<file path="src/rtl/fetch_buffer_stage_if.sv">
// Signal bundle for fetch_buffer_stage: upstream PC offer, instruction-memory port and
// downstream result port. The stage binds the slave modport; the environment drives master.
interface fetch_buffer_stage_if #(
    parameter int ADDR_WIDTH        = 32,
    parameter int INSTRUCTION_WIDTH = 32
);
    // Handshakes: a transfer happens on a rising clk edge where the offering side's
    // valid (prev_done upstream, done_next downstream) is high and the taking side's
    // stall (stall_prev, next_stall) is low; an offered payload is held until it transfers.
    logic                         flush;
    logic                         prev_done;
    logic                         stall_prev;
    logic                         done_next;
    logic                         next_stall;
    logic [ADDR_WIDTH-1:0]        program_count_in;
    logic                         program_count_valid_in;
    logic [ADDR_WIDTH-1:0]        instruction_addr;
    logic                         instruction_fetch_activate;
    logic [INSTRUCTION_WIDTH-1:0] instruction_data;
    logic                         instruction_fetch_done;
    logic                         instruction_fetch_error;
    logic [ADDR_WIDTH-1:0]        program_count_out;
    logic                         program_count_valid_out;
    logic [INSTRUCTION_WIDTH-1:0] instruction_data_out;
    logic                         instruction_data_valid_out;
    logic                         instruction_fault_out;

    modport slave (
        input  flush, prev_done, next_stall, program_count_in, program_count_valid_in,
               instruction_data, instruction_fetch_done, instruction_fetch_error,
        output stall_prev, done_next, instruction_addr, instruction_fetch_activate,
               program_count_out, program_count_valid_out, instruction_data_out,
               instruction_data_valid_out, instruction_fault_out
    );

    modport master (
        output flush, prev_done, next_stall, program_count_in, program_count_valid_in,
               instruction_data, instruction_fetch_done, instruction_fetch_error,
        input  stall_prev, done_next, instruction_addr, instruction_fetch_activate,
               program_count_out, program_count_valid_out, instruction_data_out,
               instruction_data_valid_out, instruction_fault_out
    );
endinterface

</file>
<file path="src/rtl/fetch_buffer_stage.sv">
// Instruction-fetch stage: one outstanding memory fetch per accepted PC, results and
// invalid-PC bubbles queued in a small FIFO so downstream stalls never force a refetch.
module fetch_buffer_stage #(
    parameter int ADDR_WIDTH        = 32,
    parameter int INSTRUCTION_WIDTH = 32,
    parameter int BUF_DEPTH         = 2
) (
    input  logic                           clk,
    input  logic                           rst,
    fetch_buffer_stage_if.slave            bus,
    output logic [1:0]                     dbg_state,
    output logic [$clog2(BUF_DEPTH+1)-1:0] dbg_count
);
    localparam int CW = $clog2(BUF_DEPTH + 1);
    localparam int PW = $clog2(BUF_DEPTH);
    localparam logic [CW:0] DEPTH_W = BUF_DEPTH[CW:0];

    typedef enum logic [1:0] {
        ST_IDLE  = 2'd0,
        ST_REQ   = 2'd1,
        ST_DRAIN = 2'd2
    } state_e;

    state_e                 state_q, state_d;
    logic [ADDR_WIDTH-1:0]  pc_q, pc_d;
    logic [CW-1:0]          count_q, count_d;
    logic [PW-1:0]          wr_ptr_q, wr_ptr_d;
    logic [PW-1:0]          rd_ptr_q, rd_ptr_d;

    logic [ADDR_WIDTH-1:0]        fifo_pc_q       [BUF_DEPTH];
    logic [ADDR_WIDTH-1:0]        fifo_pc_d       [BUF_DEPTH];
    logic                         fifo_pc_valid_q [BUF_DEPTH];
    logic                         fifo_pc_valid_d [BUF_DEPTH];
    logic [INSTRUCTION_WIDTH-1:0] fifo_instr_q    [BUF_DEPTH];
    logic [INSTRUCTION_WIDTH-1:0] fifo_instr_d    [BUF_DEPTH];
    logic                         fifo_fault_q    [BUF_DEPTH];
    logic                         fifo_fault_d    [BUF_DEPTH];

    logic          fetch_done;
    logic          head_valid;
    logic          done_next_w;
    logic          pop;
    logic [CW:0]   count_after_pop;
    logic          idle_room;
    logic          req_room;
    logic          accept_allowed;
    logic          transfer_prev;
    logic          accept_fetch;
    logic          accept_bubble;
    logic          resp_push;
    logic          activate;
    logic [PW-1:0] bubble_slot;
    logic [CW-1:0] push_n;
    logic [CW-1:0] pop_n;

    // Accept/pop decisions. In REQ a new PC may only enter on the cycle the current
    // response lands, and only if the slot that response takes still leaves room.
    always_comb begin
        fetch_done      = bus.instruction_fetch_done && (state_q != ST_IDLE);
        head_valid      = !rst && (count_q != '0);
        done_next_w     = head_valid && !bus.flush;
        pop             = done_next_w && !bus.next_stall;
        count_after_pop = {1'b0, count_q} - {{CW{1'b0}}, pop};
        idle_room       = count_after_pop < DEPTH_W;
        req_room        = (count_after_pop + {{CW{1'b0}}, 1'b1}) < DEPTH_W;
        accept_allowed  = !rst && !bus.flush &&
                          (((state_q == ST_IDLE) && idle_room) ||
                           ((state_q == ST_REQ) && fetch_done && req_room));
        transfer_prev   = bus.prev_done && accept_allowed;
        accept_fetch    = transfer_prev && bus.program_count_valid_in;
        accept_bubble   = transfer_prev && !bus.program_count_valid_in;
        resp_push       = !rst && !bus.flush && (state_q == ST_REQ) && fetch_done;
    end

    always_comb begin
        state_d = state_q;
        pc_d    = pc_q;
        case (state_q)
            ST_IDLE: begin
                if (accept_fetch) begin
                    state_d = ST_REQ;
                    pc_d    = bus.program_count_in;
                end
            end
            ST_REQ: begin
                if (bus.flush) begin
                    state_d = fetch_done ? ST_IDLE : ST_DRAIN;
                end else if (fetch_done) begin
                    if (accept_fetch) begin
                        pc_d = bus.program_count_in;
                    end else begin
                        state_d = ST_IDLE;
                    end
                end
            end
            ST_DRAIN: begin
                if (fetch_done) begin
                    state_d = ST_IDLE;
                end
            end
            default: state_d = ST_IDLE;
        endcase
    end

    // A response and a bubble can land together; the response is older so it goes first.
    always_comb begin
        fifo_pc_d       = fifo_pc_q;
        fifo_pc_valid_d = fifo_pc_valid_q;
        fifo_instr_d    = fifo_instr_q;
        fifo_fault_d    = fifo_fault_q;
        bubble_slot     = resp_push ? (wr_ptr_q + PW'(1)) : wr_ptr_q;
        push_n          = {{(CW-1){1'b0}}, resp_push} + {{(CW-1){1'b0}}, accept_bubble};
        pop_n           = {{(CW-1){1'b0}}, pop};

        if (resp_push) begin
            fifo_pc_d[wr_ptr_q]       = pc_q;
            fifo_pc_valid_d[wr_ptr_q] = 1'b1;
            fifo_instr_d[wr_ptr_q]    = bus.instruction_fetch_error ? '0 : bus.instruction_data;
            fifo_fault_d[wr_ptr_q]    = bus.instruction_fetch_error;
        end
        if (accept_bubble) begin
            fifo_pc_d[bubble_slot]       = bus.program_count_in;
            fifo_pc_valid_d[bubble_slot] = 1'b0;
            fifo_instr_d[bubble_slot]    = '0;
            fifo_fault_d[bubble_slot]    = 1'b0;
        end

        if (bus.flush) begin
            count_d  = '0;
            wr_ptr_d = '0;
            rd_ptr_d = '0;
        end else begin
            count_d  = count_q + push_n - pop_n;
            wr_ptr_d = wr_ptr_q + PW'(push_n);
            rd_ptr_d = rd_ptr_q + PW'(pop);
        end
    end

    always_ff @(posedge clk) begin
        if (rst) begin
            state_q  <= ST_IDLE;
            pc_q     <= '0;
            count_q  <= '0;
            wr_ptr_q <= '0;
            rd_ptr_q <= '0;
        end else begin
            state_q  <= state_d;
            pc_q     <= pc_d;
            count_q  <= count_d;
            wr_ptr_q <= wr_ptr_d;
            rd_ptr_q <= rd_ptr_d;
        end
        fifo_pc_q       <= fifo_pc_d;
        fifo_pc_valid_q <= fifo_pc_valid_d;
        fifo_instr_q    <= fifo_instr_d;
        fifo_fault_q    <= fifo_fault_d;
    end

    // Storage is not reset, so every head field is masked while the FIFO is empty.
    always_comb begin
        activate                       = !rst && (state_q != ST_IDLE);
        bus.stall_prev                 = !accept_allowed;
        bus.done_next                  = done_next_w;
        bus.instruction_fetch_activate = activate;
        bus.instruction_addr           = activate ? pc_q : '0;
        bus.program_count_out          = head_valid ? fifo_pc_q[rd_ptr_q] : '0;
        bus.program_count_valid_out    = head_valid && fifo_pc_valid_q[rd_ptr_q];
        bus.instruction_data_out       = head_valid ? fifo_instr_q[rd_ptr_q] : '0;
        bus.instruction_data_valid_out = head_valid && fifo_pc_valid_q[rd_ptr_q] &&
                                         !fifo_fault_q[rd_ptr_q];
        bus.instruction_fault_out      = head_valid && fifo_fault_q[rd_ptr_q];
        dbg_state                      = state_q;
        dbg_count                      = count_q;
    end
endmodule

</file>
<file path="src/flat_wrapper.sv">
// flat-port wrapper written by rule: the top's interface ports become plain ports
module fetch_buffer_stage_flat 
#(
    parameter int ADDR_WIDTH        = 32,
    parameter int INSTRUCTION_WIDTH = 32,
    parameter int BUF_DEPTH         = 2
)
  (clk, rst, dbg_state, dbg_count, bus_flush, bus_prev_done, bus_next_stall, bus_program_count_in, bus_program_count_valid_in, bus_instruction_data, bus_instruction_fetch_done, bus_instruction_fetch_error, bus_stall_prev, bus_done_next, bus_instruction_addr, bus_instruction_fetch_activate, bus_program_count_out, bus_program_count_valid_out, bus_instruction_data_out, bus_instruction_data_valid_out, bus_instruction_fault_out);
  fetch_buffer_stage_if #(.ADDR_WIDTH(ADDR_WIDTH), .INSTRUCTION_WIDTH(INSTRUCTION_WIDTH)) bus_i ();
  input  logic clk;
  input  logic rst;
  output logic [1:0] dbg_state;
  output logic [$clog2(BUF_DEPTH+1)-1:0] dbg_count;
  input wire logic [$bits(bus_i.flush)-1:0] bus_flush;
  input wire logic [$bits(bus_i.prev_done)-1:0] bus_prev_done;
  input wire logic [$bits(bus_i.next_stall)-1:0] bus_next_stall;
  input wire logic [$bits(bus_i.program_count_in)-1:0] bus_program_count_in;
  input wire logic [$bits(bus_i.program_count_valid_in)-1:0] bus_program_count_valid_in;
  input wire logic [$bits(bus_i.instruction_data)-1:0] bus_instruction_data;
  input wire logic [$bits(bus_i.instruction_fetch_done)-1:0] bus_instruction_fetch_done;
  input wire logic [$bits(bus_i.instruction_fetch_error)-1:0] bus_instruction_fetch_error;
  output wire logic [$bits(bus_i.stall_prev)-1:0] bus_stall_prev;
  output wire logic [$bits(bus_i.done_next)-1:0] bus_done_next;
  output wire logic [$bits(bus_i.instruction_addr)-1:0] bus_instruction_addr;
  output wire logic [$bits(bus_i.instruction_fetch_activate)-1:0] bus_instruction_fetch_activate;
  output wire logic [$bits(bus_i.program_count_out)-1:0] bus_program_count_out;
  output wire logic [$bits(bus_i.program_count_valid_out)-1:0] bus_program_count_valid_out;
  output wire logic [$bits(bus_i.instruction_data_out)-1:0] bus_instruction_data_out;
  output wire logic [$bits(bus_i.instruction_data_valid_out)-1:0] bus_instruction_data_valid_out;
  output wire logic [$bits(bus_i.instruction_fault_out)-1:0] bus_instruction_fault_out;
  assign bus_i.flush = bus_flush;
  assign bus_i.prev_done = bus_prev_done;
  assign bus_i.next_stall = bus_next_stall;
  assign bus_i.program_count_in = bus_program_count_in;
  assign bus_i.program_count_valid_in = bus_program_count_valid_in;
  assign bus_i.instruction_data = bus_instruction_data;
  assign bus_i.instruction_fetch_done = bus_instruction_fetch_done;
  assign bus_i.instruction_fetch_error = bus_instruction_fetch_error;
  assign bus_stall_prev = bus_i.stall_prev;
  assign bus_done_next = bus_i.done_next;
  assign bus_instruction_addr = bus_i.instruction_addr;
  assign bus_instruction_fetch_activate = bus_i.instruction_fetch_activate;
  assign bus_program_count_out = bus_i.program_count_out;
  assign bus_program_count_valid_out = bus_i.program_count_valid_out;
  assign bus_instruction_data_out = bus_i.instruction_data_out;
  assign bus_instruction_data_valid_out = bus_i.instruction_data_valid_out;
  assign bus_instruction_fault_out = bus_i.instruction_fault_out;
  fetch_buffer_stage #(.ADDR_WIDTH(ADDR_WIDTH), .INSTRUCTION_WIDTH(INSTRUCTION_WIDTH), .BUF_DEPTH(BUF_DEPTH)) u_core (.clk(clk), .rst(rst), .bus(bus_i), .dbg_state(dbg_state), .dbg_count(dbg_count));
endmodule
</file>
<file path="config.mk">
export PLATFORM = sky130hd
export DESIGN_NAME = fetch_buffer_stage_flat
export DESIGN_NICKNAME = d
export VERILOG_FILES = /design/src/rtl/fetch_buffer_stage_if.sv /design/src/rtl/fetch_buffer_stage.sv /design/src/flat_wrapper.sv
export SDC_FILE = /design/constraint.sdc
export NUM_CORES = 1
export LEC_CHECK = 0
export ABC_CLOCK_PERIOD_IN_PS = 7200
export CELL_PAD_IN_SITES_DETAIL_PLACEMENT = 0
export CELL_PAD_IN_SITES_GLOBAL_PLACEMENT = 1
export CORE_UTILIZATION = 52
export DETAILED_ROUTE_END_ITERATION = 10
export DONT_BUFFER_PORTS = 1
export GPL_TIMING_DRIVEN = 1
export MAX_ROUTING_LAYER = met4
export PLACE_DENSITY_LB_ADDON = 0.15
export SETUP_SLACK_MARGIN = 0.5
export SYNTH_ARGS = -nofsm -noshare
export SYNTH_HDL_FRONTEND = slang
export SYNTH_SLANG_ARGS = --single-unit
</file>
<file path="constraint.sdc">
create_clock -name clk -period 7.2 [get_ports clk]
set_clock_uncertainty 0.05 [all_clocks]
set_input_delay 0 -clock clk [delete_from_list [all_inputs] [get_ports clk]]
set_output_delay 0 -clock clk [all_outputs]
set_load 0.02 [all_outputs]
</file>
# --- Word level (Yosys, flattened, before mapping) ---
# Index checks and enable logic that the tools add are counted.
totals:
  regBits: 170
  latchBits: 0
  ramBits: 0
  rom_bits: 0
  input_bits: 72
  out_inout_bits: 106
  elab_cells: 127
  memories: 0
classes:
  addsub: 8
  mul: 0
  n_div: 0
  n_lt_le_gt_ge: 7
  n_eq_ne: 8
  shift: 0
  mux: 48
  bitwise_logic: 9
  n_reduce_logical: 34
op_table:
  columns: ["cell", "count"]
  rows:
  - ["2-to-1 mux 32 bit", 15]
  - ["2-to-1 mux 64 bit", 4]
  - ["bitwise mux 64 bit", 3]
  - ["AND 64 bit", 1]
  - ["demux 32 bit (select 1 bit)", 2]
  - ["NOT 64 bit", 1]
  - ["one-hot mux 32 bit (2 select lines)", 1]
  - ["logical AND 1 bit", 20]
  - ["2-to-1 mux 2 bit", 10]
  - ["2-to-1 mux 1 bit", 9]
  - [">= comparator 2 bit, second input constant", 3]
  - ["logical NOT 1 bit", 6]
  - ["< comparator 3 x 2 -> 1 bit, second input constant", 2]
  - ["!= test 2 x 1 -> 1 bit, second input constant", 3]
  - ["NOT 1 -> 2 bit", 3]
  - ["one-hot mux 2 bit (3 select lines)", 1]
  - ["nonzero test 2 bit", 3]
  - ["AND 2 bit", 2]
  - ["< comparator 2 x 1 -> 1 bit, second input constant", 2]
  - ["AND reduction 4 bit", 1]
  - ["adder 3 x 1 -> 3 bit, second input constant", 1]
  - ["!= test 3 x 2 -> 1 bit, second input constant", 1]
  - ["!= test 3 bit, second input constant", 1]
  - ["AND reduction 3 bit", 1]
  - ["other kinds (16)", 18]

# --- Logic depth before layout (Yosys ltp) ---
# Gate-level depths: netlist of the first run.
logic_depth:
  depth_word: 16
  mapped_depth: 17

# --- Least setup slack after synthesis of the first run ---
# No wires, ideal clock.
synth_path:
  path_type: "reg-to-reg"
  from: "register u_core.count_q[1] (netlist: u_core.dbg_count[1])"
  to: "register u_core.count_q[1] (netlist: u_core.dbg_count[1])"
  arrival_ns: 3.365
  setup_slack_ns: 3.666
  stages_incl_launch_ff: 16
  n_path_buf: 1
  synth_period_minus_slack_ns: 3.534
  cell_sequence: "dfxtp_1 > nor2_1 > nor3_1 > ha_1 > ha_1 > inv_1 > ha_1 > nor4_2 > buf_2 > nor2_1 > nor2_1 > ha_1 > ha_1 > xnor2_1 > xnor2_1 > nor2_1"
synth_between:
  elab_chain_cells: 15
  elab_cells_between_ends: 17
  classes_between: "5 x add/sub; 2 x order compare; 10 x reduce/logical"
synth_lines:
  columns: ["element", "line_no", "rtl"]
  rows:
  - ["from (decl)", "fetch_buffer_stage.sv:26", "logic [CW-1:0] count_q, count_d;"]
  - ["from (signal assigned)", "fetch_buffer_stage.sv:149", "count_q <= count_d;"]
  - ["nonzero test 2 bit", "fetch_buffer_stage.sv:60", "head_valid = !rst && (count_q != '0);"]
  - ["logical AND 1 bit", "fetch_buffer_stage.sv:60", null]
  - ["logical AND 1 bit", "fetch_buffer_stage.sv:61", "done_next_w = head_valid && !bus.flush;"]
  - ["logical AND 1 bit", "fetch_buffer_stage.sv:62", "pop = done_next_w && !bus.next_stall;"]
  - ["subtractor 2 x 1 -> 3 bit", "fetch_buffer_stage.sv:63", "count_after_pop = {1'b0, count_q} - {{CW{1'b0}}, pop};"]
  - ["adder 3 x 1 -> 3 bit", "fetch_buffer_stage.sv:65", "req_room = (count_after_pop + {{CW{1'b0}}, 1'b1}) < DEPTH_W;"]
  - ["< comparator 3 x 2 -> 1 bit", "fetch_buffer_stage.sv:65", null]
  - ["logical AND 1 bit", "fetch_buffer_stage.sv:68", "((state_q == ST_REQ) && fetch_done && req_room));"]
  - ["logical OR 1 bit", "fetch_buffer_stage.sv:67", "(((state_q == ST_IDLE) && idle_room) ||"]
  - ["logical AND 1 bit", "fetch_buffer_stage.sv:66", "accept_allowed = !rst && !bus.flush &&"]
  - ["logical AND 1 bit", "fetch_buffer_stage.sv:69", "transfer_prev = bus.prev_done && accept_allowed;"]
  - ["logical AND 1 bit", "fetch_buffer_stage.sv:71", "accept_bubble = transfer_prev && !bus.program_count_valid_in;"]
  - ["adder 1 x 1 -> 2 bit", "fetch_buffer_stage.sv:112", "push_n = {{(CW-1){1'b0}}, resp_push} + {{(CW-1){1'b0}}, accept_bubble};"]
  - ["adder 2 bit", "fetch_buffer_stage.sv:133", "count_d = count_q + push_n - pop_n;"]
  - ["subtractor 2 x 1 -> 2 bit (*)", "fetch_buffer_stage.sv:133", null]
# Mark *: on every way between the ends. The rest lies on a longest branch, timed or not.
# A chain may end at the register's enable or synchronous reset.

# --- Worst setup path in the final report of the first run ---
# Ends and elaborated chain as after synthesis.

==> results of run 1 <==
flip-flops by register name (all words and copies together), names as in the netlist:
signal	count
u_core.dbg_count	2
u_core.dbg_state	2
u_core.fifo_fault_q	2
u_core.fifo_instr_q	64
u_core.fifo_pc_q	64
u_core.fifo_pc_valid_q	2
u_core.pc_q	32
u_core.rd_ptr_q	1
u_core.wr_ptr_q	1
worst register-to-register path, delay by kind of cell (launching register included):
kind / cells / cell delay, ps
fa+ha+maj: 5 / 1250
simple gates: 6 / 1150
buf+inv: 2 / 340
xor+xnor: 3 / 710
flops: 1 / 540
logic make-up (layout without fill, tap and decap cells):
family | count (synthesis) | in the layout | synth area share
AOI/OAI and AO/OA | 134 | 134 | 0.09103
xor gates and xnor gates | 6 | 6 | 0.006186
adders and majority gates | 5 | 5 | 0.007365
buffers and inverters | 85 | 158 | 0.04890
DFF | 170 | 170 | 0.4006
muxes | 195 | 195 | 0.2651
and+or+nand+nor | 334 | 334 | 0.1807
worst max path at each step:
| stage | endpoint | cells past startpoint |
|---|---|---|
| 2_1_floorplan | u_core.dbg_count[1]$_SDFF_PP0_ | 15 |
| 3_3_place_gp | u_core.dbg_count[1]$_SDFF_PP0_ | 16 |
| 3_5_place_dp | u_core.dbg_count[1]$_SDFF_PP0_ | 16 |
| 4_1_cts | u_core.dbg_count[1]$_SDFF_PP0_ | 16 |
| 5_1_grt | u_core.dbg_count[1]$_SDFF_PP0_ | 16 |
| 6_report | u_core.dbg_count[1]$_SDFF_PP0_ | 16 |
metal layers:
layer | up-vias | GRT usage | share of wire
met5 | - | - | 0
met4 | 0 | 0.09781 | 0.019
met3 | 37 | 0.05699 | 0.060
met2 | 246 | 0.4857 | 0.51
met1 | 3301 | 0.3246 | 0.41
li1 | 3281 | - | -
report_power, final:
part / total, uW / switching, uW / internal, uW / leakage, uW
registers: 1050 / 37.6 / 1010 / 0.00139
clock network: 895 / 366 / 528 / 0.000275
logic: 266 / 102 / 164 / 0.00216
total: 2210 / 506 / 1700 / 0.00382
metrics by stage:
step	area, sq um	hold slack (ps)
final	10180	69.84
after detailed placement	8529	27.17
after CTS	10180	71.11
after global placement	8529	25.72
after floorplan	8494	25.91
after global routing	10180	77.84
cells in the final DEF, fill, tap and decap left out, types with 5 or more instances in the layout:
cell type	Yosys	layout
buf_4	5	14
mux2_4	37	37
mux2_2	90	90
dfxtp_1	170	169
and2_1	36	36
clkbuf_1	41	6
nor2_1	82	81
nor2b_1	32	32
inv_1	6	6
nand3_1	33	33
clkbuf_16	0	17
nand2_1	134	134
mux2i_1	66	66
xnor2_1	5	5
a21oi_1	98	98
o211ai_1	32	32
ha_1	5	5
dlygate4sd3_1	0	104
what timing repair did:
item,in CTS,in global routing
setup buffers,0,0
hold buffers,106,0
endpoints found under the hold margin,166,0
area by class of cell:
type	instances	area [sq um]
clock buffer	25	475.5
clock inverter	7	91.34
fill	1336	5766
inverter	6	22.52
multi-input combinational	674	4725
sequential	170	3407
tap	216	270.3
timing repair buffer	120	1186
==> impl_summary.log, run 1 <==
INFO  metric synth_area = ~0.0085 sq mm
INFO  metric worst_hold_startpoint = rst
INFO  metric clock_insertion_delay_worst_skew = 430 ps
INFO  metric critical_path_buf_inv_count = 2
INFO  metric seq_area_frac_synth = 0.4006
INFO  metric avgViaCountPerCell = about 5.6
INFO  metric cp_slowest_cell = dfxtp_1
INFO  metric drt_first_pass_iters = 6
INFO  metric wl_per_cell = 18.78 um
INFO  metric worstPathMaxFanout = 33
INFO  metric cts.reportedPaths.clkPinSlew = 60 ps
INFO  metric starting_utilization_of_the_core_area = 0.5328
INFO  metric drt_iter0_drc = between 300 and 400
INFO  metric layout-drive-gt1-share = 0.1796
INFO  metric synth_top_cells_by_area = dfxtp_1 (40%), mux2_2 (12%), mux2i_1 (7.8%)
INFO  metric pre_cts_ws = between 3000 and 4000 ps
INFO  metric synth-seq-cells = 170
INFO  metric crit_family = adder cells
INFO  metric timing.critical_path.slowest_cell_delay = approximately 540 ps
INFO  metric residual_antenna_violating_net_count_after_detailed_routing = 0
INFO  metric globalRouteTotalUtil = 0.2815
INFO  metric critical_r2r_capture = u_core.dbg_count[1]$_SDFF_PP0_
INFO  metric synth.avg_cell_area = 9.144 sq um
INFO  metric yosysWarnings = 0
INFO  metric totalWireLength = approximately 23000 um
INFO  metric tritoncts.num_buffers = 17
INFO  metric antenna_cells_inserted = 0
INFO  metric gp_congestion = between 0.7 and 0.8
INFO  metric vias_in_the_first_global_route = about 6900
INFO  metric f_max = around 240 MHz
INFO  metric post-route-util = 0.6384
INFO  metric run_status = finished, final reports clean
INFO  metric post-synth-top-count-cell = dfxtp_1
INFO  metric finalHoldViolCount = 0
INFO  metric clock-root-buffer = clkbuf_16
INFO  metric period_minus_slack = 4169 ps
INFO  metric hold_path_end = bus_instruction_fetch_activate
INFO  metric drv_slew = 0
INFO  metric global_route_wire_length_before_repair = around 36000 um
INFO  metric cp-end-kind = flop
INFO  metric die_height = 129.8 um
INFO  metric chipWidth = 129.8 um
INFO  metric rsz0062_at_grt = no
INFO  metric cts_htree_levels = 4
INFO  metric synth_top_cell_by_area = dfxtp_1
INFO  metric total_power = roughly 2200 uW
INFO  metric rows = 46
INFO  metric postSynthNetCount = 1006
INFO  metric synthDistinctLibCells = 35
INFO  metric hp-class = input port to output pin
INFO  metric worst_slew_pin_slew = 966.9 ps
INFO  metric die_area = about 0.017 sq mm
INFO  metric yosys-top-cells-count = dfxtp_1 (170), nand2_1 (134), a21oi_1 (98), mux2_2 (90), nor2_1 (82)
INFO  metric gr-total-overflow = 0
INFO  metric ys_dominant_reg_cell = dfxtp_1
INFO  metric startpoint_type = flop
INFO  metric core = around 0.016 sq mm
INFO  metric antenna_found_initial = 0
INFO  metric detailed_placer_s_ending_hpwl = between 10000 and 15000 um
INFO  metric crit_start = u_core.dbg_count[1]$_SDFF_PP0_
INFO  metric pin_count = 178
INFO  metric number_of_maximum_capacitance_violations = 0
INFO  metric timing.critical_path.cells = nor2_1 -> nor3_1 -> ha_1 -> ha_1 -> inv_1 -> ha_1 -> xor2_1 -> nor4_4 -> buf_4 -> nor2_1 -> nor2_1 -> ha_1 -> ha_1 -> xnor2_1 -> xnor2_1 -> nor2_1
INFO  metric cts.sink_count = between 150 and 200
INFO  metric report.final.setup_viol = 0
INFO  metric critical_path_class = flop to flop
INFO  metric post_layout_nonfiller_instances = 1218
INFO  metric worst-endpoint-arrival = around 4400 ps
INFO  metric grt_max_degree = 67
INFO  metric vias = 6865
INFO  metric synth_cells = 929
INFO  metric worst_r2r_path_depth = 16
INFO  metric route.detailed.drc = 0
INFO  metric hold_path_depth = 1
INFO  metric timing.critical_path.mode_cell = ha_1
INFO  metric cts_resized = 0
INFO  metric clk_path_buf_depth = 2
INFO  metric post-place-cells = between 1000 and 1500
INFO  metric slew_headroom = 0.3554
INFO  metric synth-async-reset-ratio = 0
INFO  metric area_growth_syn_to_layout = 19.81%
INFO  metric synth_edf_count = 0
INFO  metric irDropWorstVdd = approximately 0.00017 V
INFO  metric layout.nets = 1066
INFO  metric tritoncts_clock_tree = built
INFO  metric yosys.area.top_type_share = 0.4006
INFO  metric regToRegSetupSlack = between 3000 and 4000 ps
INFO  metric r2r_start = u_core.dbg_count[1]$_SDFF_PP0_
INFO  metric finalCritPeriodShare = 0.5791
INFO  metric setup_tns = 0 ps
INFO  metric cp.required = ~7400 ps
INFO  metric layout_setup_ws = 3031 ps
INFO  metric placement.io_buffers = 0
INFO  metric power_density = about 220 mW/mm^2
INFO  metric cellLeakagePower = about 0.0038 uW
Note: power is estimated with default switching activity, not from simulation.
==> run 2: changes to the inputs <==
- ABC_AREA: unset -> 1
- ABC_CLOCK_PERIOD_IN_PS: 7200 -> 4250
- CORE_UTILIZATION: 52 -> 44
- clock period: 7.2 -> 4.25 ns (I/O delays scaled with it)
==> run 2 against run 1 <==
  * Die area is 15% higher
  * Combinational power grew 110%
  * First-iteration DRC count is 6.3% higher
  * Hold slack worse by 38 ps
  * Design area shrank 1.8%
  * Synthesized cell count rose by 41%
  * Worst setup slack worse by 2200 ps
  * Non-clock buffer count decreased by 2
  * Sequential share of layout area increased by 0.60 points
  * Critical path type unchanged
  * Largest cell class unchanged
  * Largest power group unchanged
==> impl_summary.log, run 2 <==
INFO  metric run_status = finished, final reports clean (unchanged)
INFO  metric reg_top3 = u_core.fifo_instr_q (64), u_core.fifo_pc_q (64), u_core.pc_q (32) (unchanged)
INFO  metric placement.io_buffers = 0 (unchanged)
INFO  metric worst_slew_pin_slew = 1107 ps (was 966.9 ps)
INFO  metric period_minus_slack = 3442 ps (was 4169 ps)
INFO  metric detailed_placer_s_ending_hpwl = 13470 um (was 13450 um)
INFO  metric timing.critical_path.cells = o21ai_4 -> nor3_1 -> ha_1 -> ha_1 -> inv_1 -> ha_1 -> inv_1 -> nand2_1 -> nor2_1 -> nand2_1 -> nand2_2 -> nand2_2 -> nor2_4 -> inv_2 -> nor2_4 -> dlygate4sd3_1 -> nand2_1 -> nand2_1 (was nor2_1 -> nor3_1 -> ha_1 -> ha_1 -> inv_1 -> ha_1 -> xor2_1 -> nor4_4 -> buf_4 -> nor2_1 -> nor2_1 -> ha_1 -> ha_1 -> xnor2_1 -> xnor2_1 -> nor2_1)
INFO  metric hp-class = input port to output pin (unchanged)
INFO  metric number_of_maximum_capacitance_violations = 0 (unchanged)
INFO  metric synth_top_cells_by_area = dfxtp_1 (41%), nand2_1 (19%), nor2_1 (8.4%) (was dfxtp_1 (40%), mux2_2 (12%), mux2i_1 (7.8%))
INFO  metric cp-end-kind = flop (unchanged)
INFO  metric mostFrequentLayoutCell = nand2_1 (was dfxtp_1)
INFO  metric rows = 49 (was 46)
INFO  metric vias_in_the_first_global_route = 7576 (was 6925)
INFO  metric cts.reportedPaths.clkPinSlew = 60 ps (about the same)
INFO  metric gr-total-overflow = 0 (unchanged)
INFO  metric post-place-cells = 1465 (was 1080)
INFO  metric power_frac_seq = 0.464 (was 0.475)
INFO  metric slew_headroom = 0.2621 (was 0.3554)
INFO  metric die_height = 139.3 um (was 129.8 um)
INFO  metric ys_dominant_reg_cell = dfxtp_1 (unchanged)
INFO  metric power_report.internal_total = 2967 uW (was 1704 uW)
INFO  metric setup_tns = 0 ps (unchanged)
INFO  metric globalRouteTotalUtil = 0.2587 (was 0.2815)
INFO  metric grt_max_degree = 101 (was 67)
INFO  metric post-route-util = 0.5490 (was 0.6384)
INFO  metric rsz0062_at_grt = no (unchanged)
INFO  metric cts_htree_levels = 4 (unchanged)
INFO  metric dpl_cell_area = 0.008332 sq mm (was 0.008529 sq mm)
INFO  metric synth-async-reset-ratio = 0 (unchanged)
INFO  metric worstPathMaxFanout = 6 (was 33)
INFO  metric cellLeakagePower = 0.004855 uW (was 0.003823 uW)
INFO  metric synth_cells = 1308 (was 929)
INFO  metric f_max = 290.5 MHz (was 239.9 MHz)
INFO  metric critical_path_class = flop to flop (unchanged)
INFO  metric synth.avg_cell_area = 6.340 sq um (was 9.144 sq um)
INFO  metric seq_area_frac_synth = 0.4104 (was 0.4006)
INFO  metric final.hold.worst_slack = 32.03 ps (was 69.84 ps)
INFO  metric yosysWarnings = 0 (unchanged)
INFO  metric drt_iter0_drc = 371 (was 349)
INFO  metric timing.critical_path.mode_cell = nand2_1 (was ha_1)
INFO  metric synth_edf_count = 0 (unchanged)
INFO  metric synth_area = 0.008293 sq mm (was 0.008494 sq mm)
INFO  metric wl_per_cell = 14.84 um (was 18.78 um)
INFO  metric route.detailed.drc = 0 (unchanged)
INFO  metric avgViaCountPerCell = 4.950 (was 5.636)
INFO  metric layout-drive-gt1-share = 0.04738 (was 0.1796)
INFO  metric cp.required = 4570 ps (was 7440 ps)
INFO  metric residual_antenna_violating_net_count_after_detailed_routing = 0 (unchanged)
INFO  metric global_route_wire_length_before_repair = 39010 um (was 35580 um)
INFO  metric chipWidth = 139.3 um (was 129.8 um)
INFO  metric final_cell_mix = nand2_1 (422), nor2_1 (185), dfxtp_1 (169) (was dfxtp_1 (169), nand2_1 (134), dlygate4sd3_1 (104))
INFO  metric antenna_cells_inserted = 0 (unchanged)
INFO  metric irDropWorstVdd = 0.0002814 V (was 0.0001694 V)
INFO  metric synth-seq-cells = 170 (unchanged)
INFO  metric post_layout_nonfiller_instances = 1601 (was 1218)
INFO  metric finalCritPeriodShare = 0.8099 (was 0.5791)
INFO  metric timing.critical_path.slowest_cell_delay = 720 ps (was 540 ps)
INFO  metric totalWireLength = 23760 um (was 22870 um)
INFO  metric synth_top_cell_by_area = dfxtp_1 (unchanged)
INFO  metric report.final.setup_viol = 0 (unchanged)
INFO  metric core = 0.01821 sq mm (was 0.01594 sq mm)
INFO  metric layout.cell_area.non_filler = 0.009997 sq mm (was 0.01018 sq mm)
INFO  metric clock_insertion_delay_worst_skew = 430 ps (about the same)
INFO  metric area_growth_syn_to_layout = 20.55% (was 19.81%)
INFO  metric starting_utilization_of_the_core_area = 0.4554 (was 0.5328)
INFO  metric clock-root-buffer = clkbuf_16 (unchanged)
INFO  metric cts.sink_count = 170 (unchanged)
INFO  metric drv_slew = 0 (unchanged)
INFO  metric cp_slowest_cell = dlygate4sd3_1 (was dfxtp_1)
INFO  metric startpoint_type = flop (unchanged)
INFO  metric netSwitchingFraction = 0.2614 (was 0.2289)
INFO  metric worst-endpoint-arrival = 3760 ps (was 4410 ps)
INFO  metric postSynthNetCount = 1385 (was 1006)
INFO  metric die_area = 0.01940 sq mm (was 0.01685 sq mm)
INFO  metric crit_family = simple AND/OR/NAND/NOR gates (was adder cells)
INFO  metric vias = 7925 (was 6865)
INFO  metric tritoncts.num_buffers = 17 (unchanged)
INFO  metric synthDistinctLibCells = 27 (was 35)
INFO  metric critical_path_buf_inv_count = 4 (was 2)
INFO  metric finalHoldViolCount = 0 (unchanged)
INFO  metric yosys-top-cells-count = nand2_1 (424), nor2_1 (185), dfxtp_1 (170), inv_1 (146), o21ai_0 (124) (was dfxtp_1 (170), nand2_1 (134), a21oi_1 (98), mux2_2 (90), nor2_1 (82))
INFO  metric yosys.area.top_type_share = 0.4104 (was 0.4006)
INFO  metric fill_cells = 1878 (was 1336)
INFO  metric regToRegSetupSlack = 810 ps (was 3030 ps)
INFO  metric antenna_found_initial = 0 (unchanged)
INFO  metric share_comb_of_total_power = 0.136 (was 0.120)
INFO  metric drt_first_pass_iters = 5 (was 6)
INFO  metric post-synth-top-count-cell = nand2_1 (was dfxtp_1)
INFO  metric layout.nets = 1436 (was 1066)
INFO  metric tritoncts_clock_tree = built (unchanged)
INFO  metric share_clk_of_total_power = 0.400 (was 0.405)
INFO  metric pin_count = 178 (unchanged)
INFO  metric clk_path_buf_depth = 2 (unchanged)
INFO  metric power.switching = 1050 uW (was 505.7 uW)
INFO  metric gp_congestion = 0.7698 (was 0.7974)
INFO  metric power_density = 401.9 mW/mm^2 (was 217.1 mW/mm^2)
[run 2: changes by cell type after synthesis, sizes merged, moves of 66 or more]
cell	change
mux2	-129
mux2i	-66
o21ai	+125
inv	+145
nand2	+293
nor2	+107
[run 2: per-layer routing]
layer	vias up	global-route usage	routed length [um]
met5	-	-	0
met4	0	0.08421	383
met3	24	0.02891	888
met2	185	0.4409	11420
met1	3574	0.3185	11070
li1	4142	-	-
[run 2: worst register-to-register path, delay by kind of cell, from the launching register on]
kind	cells	cell delay, ps
flip-flops	1	560
buffers and inverters	4	890
adder cells (fa/ha/maj)	3	730
AO/OA/AOI/OAI	1	110
AND/OR/NAND/NOR	10	1060
[run 2: path summary, 6_finish.rpt]
path	depth (start not counted)	from	to
hold / removal	1	bus_flush	bus_done_next
hold reg to reg	2	u_core.fifo_pc_valid_q[1]$_DFF_P_	u_core.fifo_pc_valid_q[1]$_DFF_P_
setup / recovery	18	u_core.dbg_count[1]$_SDFF_PP0_	u_core.fifo_pc_q[5]$_DFF_P_
setup reg to reg	18	u_core.dbg_count[1]$_SDFF_PP0_	u_core.fifo_pc_q[5]$_DFF_P_
[run 2: final cells by class]
type,count,area [sq um],share of cell area
tap,229,286.5,0.02866
sequential,170,3407,0.3408
clock inverter,11,133.9,0.01339
clock buffer,21,480.5,0.04806
multi-input combinational,899,3946,0.3947
inverter,153,574.3,0.05745
timing repair buffer,118,1169,0.1169
[run 2: through the flow]
stage / total power (uW) / worst slack [ps]
finish: 4017 / 807.9
global route: 4230 / 530.6
CTS: 4047 / 824.3
detailed placement: 2347 / 989.8
global placement: 2336 / 1045
floorplan: 2267 / 1060
[run 2: logic make-up after synthesis]
family                     after synthesis  synth area share
AOI/OAI and AO/OA                      231            0.1491
xor gates and xnor gates                 5          0.005282
adders and majority gates                5          0.007544
buffers and inverters                  239            0.1175
DFF                                    170            0.4104
and+or+nand+nor                        658            0.3102
[run 2: power by group through the flow]
stage | Combinational, uW | Sequential [uW] | Clock, uW
2_1_floorplan | 387 | 1880 | 0
3_3_place_gp | 444 | 1890 | 0
3_5_place_dp | 451 | 1900 | 0
4_1_cts | 545 | 1860 | 1640
5_1_grt | 643 | 1880 | 1700
6_report | 546 | 1860 | 1610
[run 2: timing repair]
item	4_1_cts	5_1_grt
endpoints found under the hold margin	168	0
gates resized for setup	0	0
hold buffers	104	0
buffers inserted	0	0
